==> src/rtl/neuron_sequencer_pkg.sv <==
// neuron_sequencer_pkg: shared widths and FSM encoding for the neuron sequencer
package neuron_sequencer_pkg;

    localparam int N_STAGE = 2;
    localparam int UW      = N_STAGE + 2;
    localparam int FANIN   = 2 ** N_STAGE;

    typedef enum logic [1:0] {
        ST_IDLE = 2'd0,
        ST_RUN  = 2'd1,
        ST_DONE = 2'd2
    } state_t;

endpackage

==> src/rtl/neuron_sequencer.sv <==
// neuron_sequencer: time-multiplexes one combinational neuron over N_NEURONS logical neurons
module neuron_sequencer
    import neuron_sequencer_pkg::*;
#(
    parameter int  n_stage   = N_STAGE,
    parameter int  N_NEURONS = 4,
    localparam int uw        = n_stage + 2,
    localparam int fanin     = 2 ** n_stage,
    localparam int iw        = $clog2(N_NEURONS)
) (
    input  logic                 clk,
    input  logic                 rst_n,
    input  logic                 cfg_we,
    input  logic [iw-1:0]        cfg_addr,
    input  logic [fanin-1:0]     cfg_wdata,
    input  logic [2:0]           shift,
    input  logic signed [uw-1:0] threshold,
    input  logic                 start,
    input  logic [fanin-1:0]     x_in,
    output logic [fanin-1:0]     n_w,
    output logic [fanin-1:0]     n_x,
    output logic signed [uw-1:0] n_previus_u,
    output logic                 n_was_spike,
    output logic [2:0]           n_shift,
    output logic signed [uw-1:0] n_threshold,
    input  logic signed [uw-1:0] n_u_out,
    input  logic                 n_is_spike,
    output logic                 busy,
    output logic                 done,
    output logic [N_NEURONS-1:0] spikes_out
);

    state_t               state_q, state_d;
    logic [iw-1:0]        idx_q;
    logic [fanin-1:0]     x_q;
    logic [fanin-1:0]     wgt [N_NEURONS];
    logic signed [uw-1:0] u [N_NEURONS];
    logic [N_NEURONS-1:0] s;
    logic [N_NEURONS-1:0] spk_sh;
    logic                 run;
    logic                 last;
    logic                 accept;
    logic                 cfg_ok;

    // next state, status flags and the combinational operand mux into the neuron
    always_comb begin
        run         = state_q == ST_RUN;
        last        = idx_q == iw'(N_NEURONS - 1);
        accept      = state_q == ST_IDLE && start;
        cfg_ok      = state_q == ST_IDLE && cfg_we && (32'(cfg_addr) < N_NEURONS);
        state_d     = accept ? ST_RUN : (run && last) ? ST_DONE : (state_q == ST_DONE) ? ST_IDLE : state_q;
        busy        = state_q != ST_IDLE;
        done        = state_q == ST_DONE;
        n_w         = wgt[idx_q];
        n_x         = x_q;
        n_previus_u = u[idx_q];
        n_was_spike = s[idx_q];
        n_shift     = shift;
        n_threshold = threshold;
    end

    // state register
    always_ff @(posedge clk or negedge rst_n) begin
        if (!rst_n) state_q <= ST_IDLE;
        else        state_q <= state_d;
    end

    // index walk, input latch and layer spike publish (idx rests at 0 outside RUN)
    always_ff @(posedge clk or negedge rst_n) begin
        if (!rst_n) begin
            idx_q      <= '0;
            x_q        <= '0;
            spikes_out <= '0;
        end else begin
            idx_q      <= run ? (last ? '0 : idx_q + 1'b1) : idx_q;
            x_q        <= accept ? x_in : x_q;
            spikes_out <= done ? spk_sh : spikes_out;
        end
    end

    // weight config in IDLE and per-neuron writeback of the neuron result during RUN
    always_ff @(posedge clk or negedge rst_n) begin
        if (!rst_n) begin
            for (int i = 0; i < N_NEURONS; i++) begin
                wgt[i] <= '0;
                u[i]   <= '0;
            end
            s      <= '0;
            spk_sh <= '0;
        end else begin
            if (cfg_ok) wgt[cfg_addr] <= cfg_wdata;
            if (run) begin
                u[idx_q]      <= n_u_out;
                s[idx_q]      <= n_is_spike;
                spk_sh[idx_q] <= n_is_spike;
            end
        end
    end

endmodule

==> config.mk <==
export PLATFORM = sky130hd
export DESIGN_NAME = neuron_sequencer
export DESIGN_NICKNAME = d
export VERILOG_FILES = /design/src/rtl/neuron_sequencer_pkg.sv /design/src/rtl/neuron_sequencer.sv
export SDC_FILE = /design/constraint.sdc
export NUM_CORES = 1
export LEC_CHECK = 0
export BUFFER_PORTS_ARGS = -buffer_cell sky130_fd_sc_hd__clkbuf_2
export CAP_MARGIN = 40
export CORE_MARGIN = 2
export CORE_UTILIZATION = 55
export CTS_BUF_LIST = sky130_fd_sc_hd__clkbuf_2 sky130_fd_sc_hd__clkbuf_4 sky130_fd_sc_hd__clkbuf_8
export CTS_CLUSTER_DIAMETER = 30
export DETAILED_ROUTE_END_ITERATION = 10
export PLACE_DENSITY = 0.8
export SLEW_MARGIN = 20
export SYNTH_ARGS = -nofsm -noshare
export SYNTH_HDL_FRONTEND = slang
export SYNTH_SLANG_ARGS = --single-unit
==> constraint.sdc <==
create_clock -name clk -period 2.4 [get_ports clk]
set_clock_uncertainty 0.2 [all_clocks]
set_input_delay 0.24 -clock clk [delete_from_list [all_inputs] [get_ports clk]]
set_output_delay 0.24 -clock clk [all_outputs]
set_load 0.01 [all_outputs]
# Yosys cells after proc, flatten, opt, wreduce, memory -nomap -nowiden
# Index checks and enable logic that the tools add are counted.
[op_classes]
addsub = 1
n_mul = 0
div = 0
magnitude_cmp = 6
n_eq_ne = 3
shifts = 0
n_mux = 22
bitwise = 2
n_reduce_logical = 9
[ops]
columns = ["op", "n"]
rows = [
  ["16-bit bitwise mux", 2],
  ["4-bit 2-to-1 mux", 6],
  ["4-bit binary-select mux with 2-bit select", 2],
  ["4-bit demux with 2-bit select", 2],
  ["4-bit bitwise mux", 2],
  ["2-bit 2-to-1 mux", 4],
  ["3-bit greater-or-equal comparator, second input constant", 2],
  ["1-bit logical AND", 6],
  ["3-bit by 1-bit < comparator with 1-bit output, second input constant", 2],
  ["2-bit inverter with 3-bit output", 2],
  ["2-bit equality test, second input constant", 2],
  ["2-bit by 3-bit < comparator with 1-bit output, second input constant", 1],
  ["3-bit nonzero test", 1],
  ["2-bit by 1-bit adder with 2-bit output, second input constant", 1],
  ["1-bit binary-select mux with 2-bit select", 1],
  ["1-bit demux with 2-bit select", 1],
  ["2-bit by 1-bit equality test with 1-bit output, second input constant", 1],
  ["2-bit by 1-bit greater-or-equal comparator with 1-bit output, second input constant", 1],
  ["2-bit zero test", 1],
  ["1-bit 2-to-1 mux", 2],
  ["2-bit nonzero test", 1],
]
[word_totals]
reg_bits = 52
latch_bits = 0
ram_bits = 0
mem_bits_ro = 0
inputBits = 26
elab_cells = 57
n_memories = 0

# Depth between registers and ports, before layout
[logic_depth]
ltp_word = 6
ltp_mapped = 5

# Worst setup path after synthesis
# No wires, ideal clock.
[synth_timing]
path_type = "reg-to-reg"
start = "register idx_q[1]"
end = "register spk_sh[0]"
t_arrival_ns = 1.398
required_ns = 2.073
slack_ns = 0.675
stages_incl_launch_ff = 6
path_buffers = 1
cell_sequence = "dfrtp_1 -> clkbuf_1 -> inv_1 -> ha_1 -> nand2_4 -> mux2_1"
[synth_via]
elab_chain_len = 5
elab_cells_between_ends = 6
[synth_lines]
columns = ["element", "line_no", "source"]
rows = [
  ["from (decl)", "neuron_sequencer.sv:34", "logic [iw-1:0] idx_q;"],
  ["from (signal assigned)", "neuron_sequencer.sv:75", "idx_q <= run ? (last ? '0 : idx_q + 1'b1) : idx_q;"],
  ["2-bit by 3-bit < comparator with 1-bit output (implied by the code) / 2-bit by 1-bit greater-or-equal comparator with 1-bit output (equally long branches)", "neuron_sequencer.sv:95", "spk_sh[idx_q] <= n_is_spike;"],
  ["1-bit logical AND (implied by the code)", "neuron_sequencer.sv:95", ""],
  ["1-bit 2-to-1 mux (implied by the code)", "neuron_sequencer.sv:95", ""],
  ["1-bit demux with 2-bit select *", "neuron_sequencer.sv:95", ""],
  ["4-bit bitwise mux *", "neuron_sequencer.sv:95", ""],
  ["to (signal, indexed assignment)", "neuron_sequencer.sv:95", ""],
  ["to (decl)", "neuron_sequencer.sv:39", "logic [N_NEURONS-1:0] spk_sh;"],
]
# Mark *: on every way between the ends. The rest lies on a longest branch, timed or not.
# A chain may end at the register's enable or synchronous reset.

# Worst setup path in the final report
[layout_timing]
start = "register idx_q[0]"
end = "output n_w[0]"
[layout_via]
elab_chain_len = 4
[layout_lines]
columns = ["element", "line_no", "source"]
rows = [
  ["2-bit inverter with 3-bit output (implied by the code)", "neuron_sequencer.sv:54", "n_w = wgt[idx_q];"],
  ["4-bit binary-select mux with 2-bit select", "neuron_sequencer.sv:54", ""],
  ["4-bit 2-to-1 mux (implied by the code) (2 in series)", "neuron_sequencer.sv:54", ""],
  ["to (decl)", "neuron_sequencer.sv:20", "output logic [fanin-1:0] n_w,"],
]
# Every way passes these cells. The select of a mux whose other input is x is not followed.

==> metrics.csv <==
stage;metric;value;unit
outcome;status;finished clean;
routing;via count normalized by instance count;5.41;
yosys;cells taking the most area after synthesis;dfrtp_1 (55%), mux2_2 (12%), mux2_1 (10%);
global_route;via count of the first global-routing pass;1461;
routing;overall via count from detail_route;1272;
power;cell area power density;1330;nW/um^2
yosys;flop and latch count out of synthesis;48;
setup_path;Crit Reg-Reg Startpoint;idx_q[1];
yosys;Post-Synth Simple-Gate Area;5.40;%
routing;DRT Wirelength;3.98;mm
cts;clock insertion delay at the later pin of the skew report;0.30;ns
floorplanning;Top Ports;52;
sta;Final WS setup;0.327;ns
setup_path;endpoint of the most critical setup path;n_w[0];
yosys;Post-synth ARST share;100;%
setup_path;worst-case register-to-register setup slack;0.54;ns
cts;clock buffer count from CTS;5;
cts;clk sinks;48;
cts;CTS Root Buffer Type;clkbuf_8;
setup_path;standard cell with the maximum stage delay on the critical path;mux4_2;
sta;Hold Slack;0.0204;ns
cts;number of levels in the clock H-tree;2;
power;design internal power;2.25;mW
sta;final hold violation count;0;
routing;ANT nets after route;0;
setup_path;startpoint type of the worst setup path;register;
cts;clk slew on worst S/H paths;0.08;ns
sta;Setup violations, final;0;
floorplanning;core box area;3740;sq um
global_route;global-route wire length before repair;6.74;mm
finish;fraction of final layout cells sized beyond drive strength 1;46.0;%
power;switching power;1.15;mW
global_route;pin count of the biggest net entering global routing;35;
finish;net total in the final layout;216;
worst_hold_path;path category of the worst min-delay check;in -> reg;
setup_path;logic depth of the worst register-to-register path;4;
setup_path;kind of critical path;reg -> out;
finish;final instance area;2570;sq um
yosys;post-synth top area cell;dfrtp_1;
power;clock network power share;14.2;%
sta;total negative slack for setup checks;0;ns
floorplanning;Row Count;22;
sta;fmax;482;MHz
power;combinational group share of total power;42.2;%
cts;TritonCTS clock tree;done;
sta;Rel. slew slack;64.7;%
finish;antenna diode count;0;
yosys;main combinational cell family by area after synthesis;multiplexers;
floorplanning;Chip Height;66.9;microns
yosys;compound-cell area share of the yosys netlist;1.03;%
floorplanning;Initial Utilization;58.2;%
placement;count of buffers inserted at the top-level ports;37;
routing;First-pass DRT Iterations;4;
yosys;per-instance average area after synthesis;15.7;sq um
floorplanning;Die X-Extent;66.9;microns
yosys;share of Yosys cell area claimed by the top area cell type;55.2;%
power;leakage dissipation;1.20;nW
global_route;total congestion overflow after global routing;0;
sta;post-route clock period utilization;86.4;%
placement;final weighted congestion of routability-driven global placement;0.740;
flow_run;count of max-cap constraint violations;0;
setup_path;start point of the critical path;idx_q[0];
power;switching part of the total power;33.9;%
yosys;number of flops mapped to enable cells by yosys;0;
finish;most used cells in the layout excluding fill and tap cells;dfrtp_1 (48), clkbuf_2 (37), mux2_2 (24);
placement;post-place instance area;2380;sq um
routing;Iter 0 DRT Violations;68;
setup_path;crit path cell chain;buf_4 -> mux4_2 -> clkbuf_2;
placement;dpl ws;0.554;ns
sta;min cycle time layout;2.07;ns
global_route;global-route total usage across every layer;21.2;%
cts;buffers inserted during post-CTS setup optimization;0;
power;maximum vdd drop;0.736;mV
setup_path;WP data required;1.96;ns
routing;total DRC errors in the routed layout;0;
yosys;adder-cell area share of the yosys netlist;2.30;%
sta;setup repair after global routing missed its margin;no;
sta;transition time of the tightest slew-check pin;0.530;ns
power;sequential cell fraction of total power;43.6;%
yosys;Synth cell types;21;
yosys;sequential-to-total area share from yosys stat;55.2;%
cts;number of instances resized during post-cts repair;0;
sta;number of max-slew violations in the final report;0;
finish;most common cell after layout, fill and taps aside;dfrtp_1;
floorplanning;overall die area;4480;sq um
setup_path;Reg2Reg Capture Point;u[13];
setup_path;endpoint kind of the worst setup timing path;primary output;
setup_path;crit-path max cell delay;0.53;ns
placement;Detailed Place HPWL;2.84;mm
yosys;Most used DFF post-synth;dfrtp_1;
yosys;number of instances in the synthesized netlist;139;
yosys;count of synthesis-stage warnings from yosys;0;
global_route;number of antenna violations at the first check in global routing;0;
finish;area added between synthesis and finish;18.0;%
yosys;synthesized area;2180;sq um
routing;routed length per instance;16.9;microns
yosys;Post-Synthesis Net Count;169;
cts;maximum clock path buffer count;2;
cts;post-cts hold buffer count;10;
yosys;post-synthesis xor/xnor area fraction;0;%
yosys;mux share of post-synthesis cell area;32.1;%
finish;share of the core filled with cells in the final layout;68.6;%
setup_path;CP arrival;1.63;ns
setup_path;top fanout value on the critical path;10;
cell usage after synthesis, drive strengths merged (3+ instances only):
cell	instances
inv	5
mux4	9
dfrtp	48
o21ai	3
nand2	7
ha	4
mux2	44
buf	9
critical path: cells and delay by family, from the launching register on:
kind	cells	cell delay (ns)
muxes	1	0.53
buffers and inverters	2	0.39
DFF	1	0.41
state kept, by name (all words and copies together), names as in the netlist:
signal	cells
u	16
wgt	16
n_x	4
spikes_out	4
spk_sh	4
idx_q	2
state_q	2
cell families (layout without fill, tap and decap cells):
kind of cell	count (synthesis)	after routing
AO/OA/AOI/OAI	4	4
adder cells (fa/ha/maj)	4	4
buffers and inverters	15	63
flip-flops	48	48
multiplexers	53	53
AND/OR/NAND/NOR	15	15
power groups by stage:
stage	Clock, mW	Sequential, mW	Combinational [mW]
floorplan	0	1.42	1.05
finish	0.484	1.49	1.44
detailed placement	0	1.50	1.44
CTS	0.501	1.49	1.46
global route	0.544	1.54	1.58
global placement	0	1.47	1.40
routing by layer:
layer / vias to the layer above / wire [microns] / GRT usage [%]
met1: 648 / 1640 / 24.3
met4: 0 / 36 / 6.63
met5: - / 0 / 0
met2: 35 / 2110 / 37.4
met3: 5 / 194 / 6.93
li1: 584 / - / -
metrics by stage:
stage               cells  power [mW]
global placement      217        2.86
detailed placement    217        2.95
global route          235        3.66
CTS                   235        3.45
finish                235        3.41
floorplan             139        2.47
worst min path at each step:
| stage | startpoint | slack (ns) | cells past startpoint | to |
|---|---|---|---|---|
| 4_1_cts | cfg_wdata[1] | 0.01 | 2 | wgt[5] |
| 6_report | cfg_wdata[1] | 0.02 | 2 | wgt[5] |
| 3_5_place_dp | rst_n | -0.03 | 1 | spikes_out[0] |
| 3_3_place_gp | rst_n | -0.04 | 1 | spikes_out[0] |
| 2_1_floorplan | rst_n | -0.26 | 0 | idx_q[0] |
| 5_1_grt | cfg_wdata[1] | 0.01 | 2 | wgt[5] |
layout make-up:
| cell class | count | area, sq um |
|---|---|---|
| multi-input cells | 76 | 888 |
| inverters | 5 | 18.8 |
| flip-flops and latches | 48 | 1200 |
| well taps | 48 | 60.1 |
| fillers | 284 | 1170 |
| clock inverters | 2 | 10.0 |
| clock buffers | 6 | 82.6 |
| repair buffers | 50 | 308 |
Power figures use the tool's default switching activity.
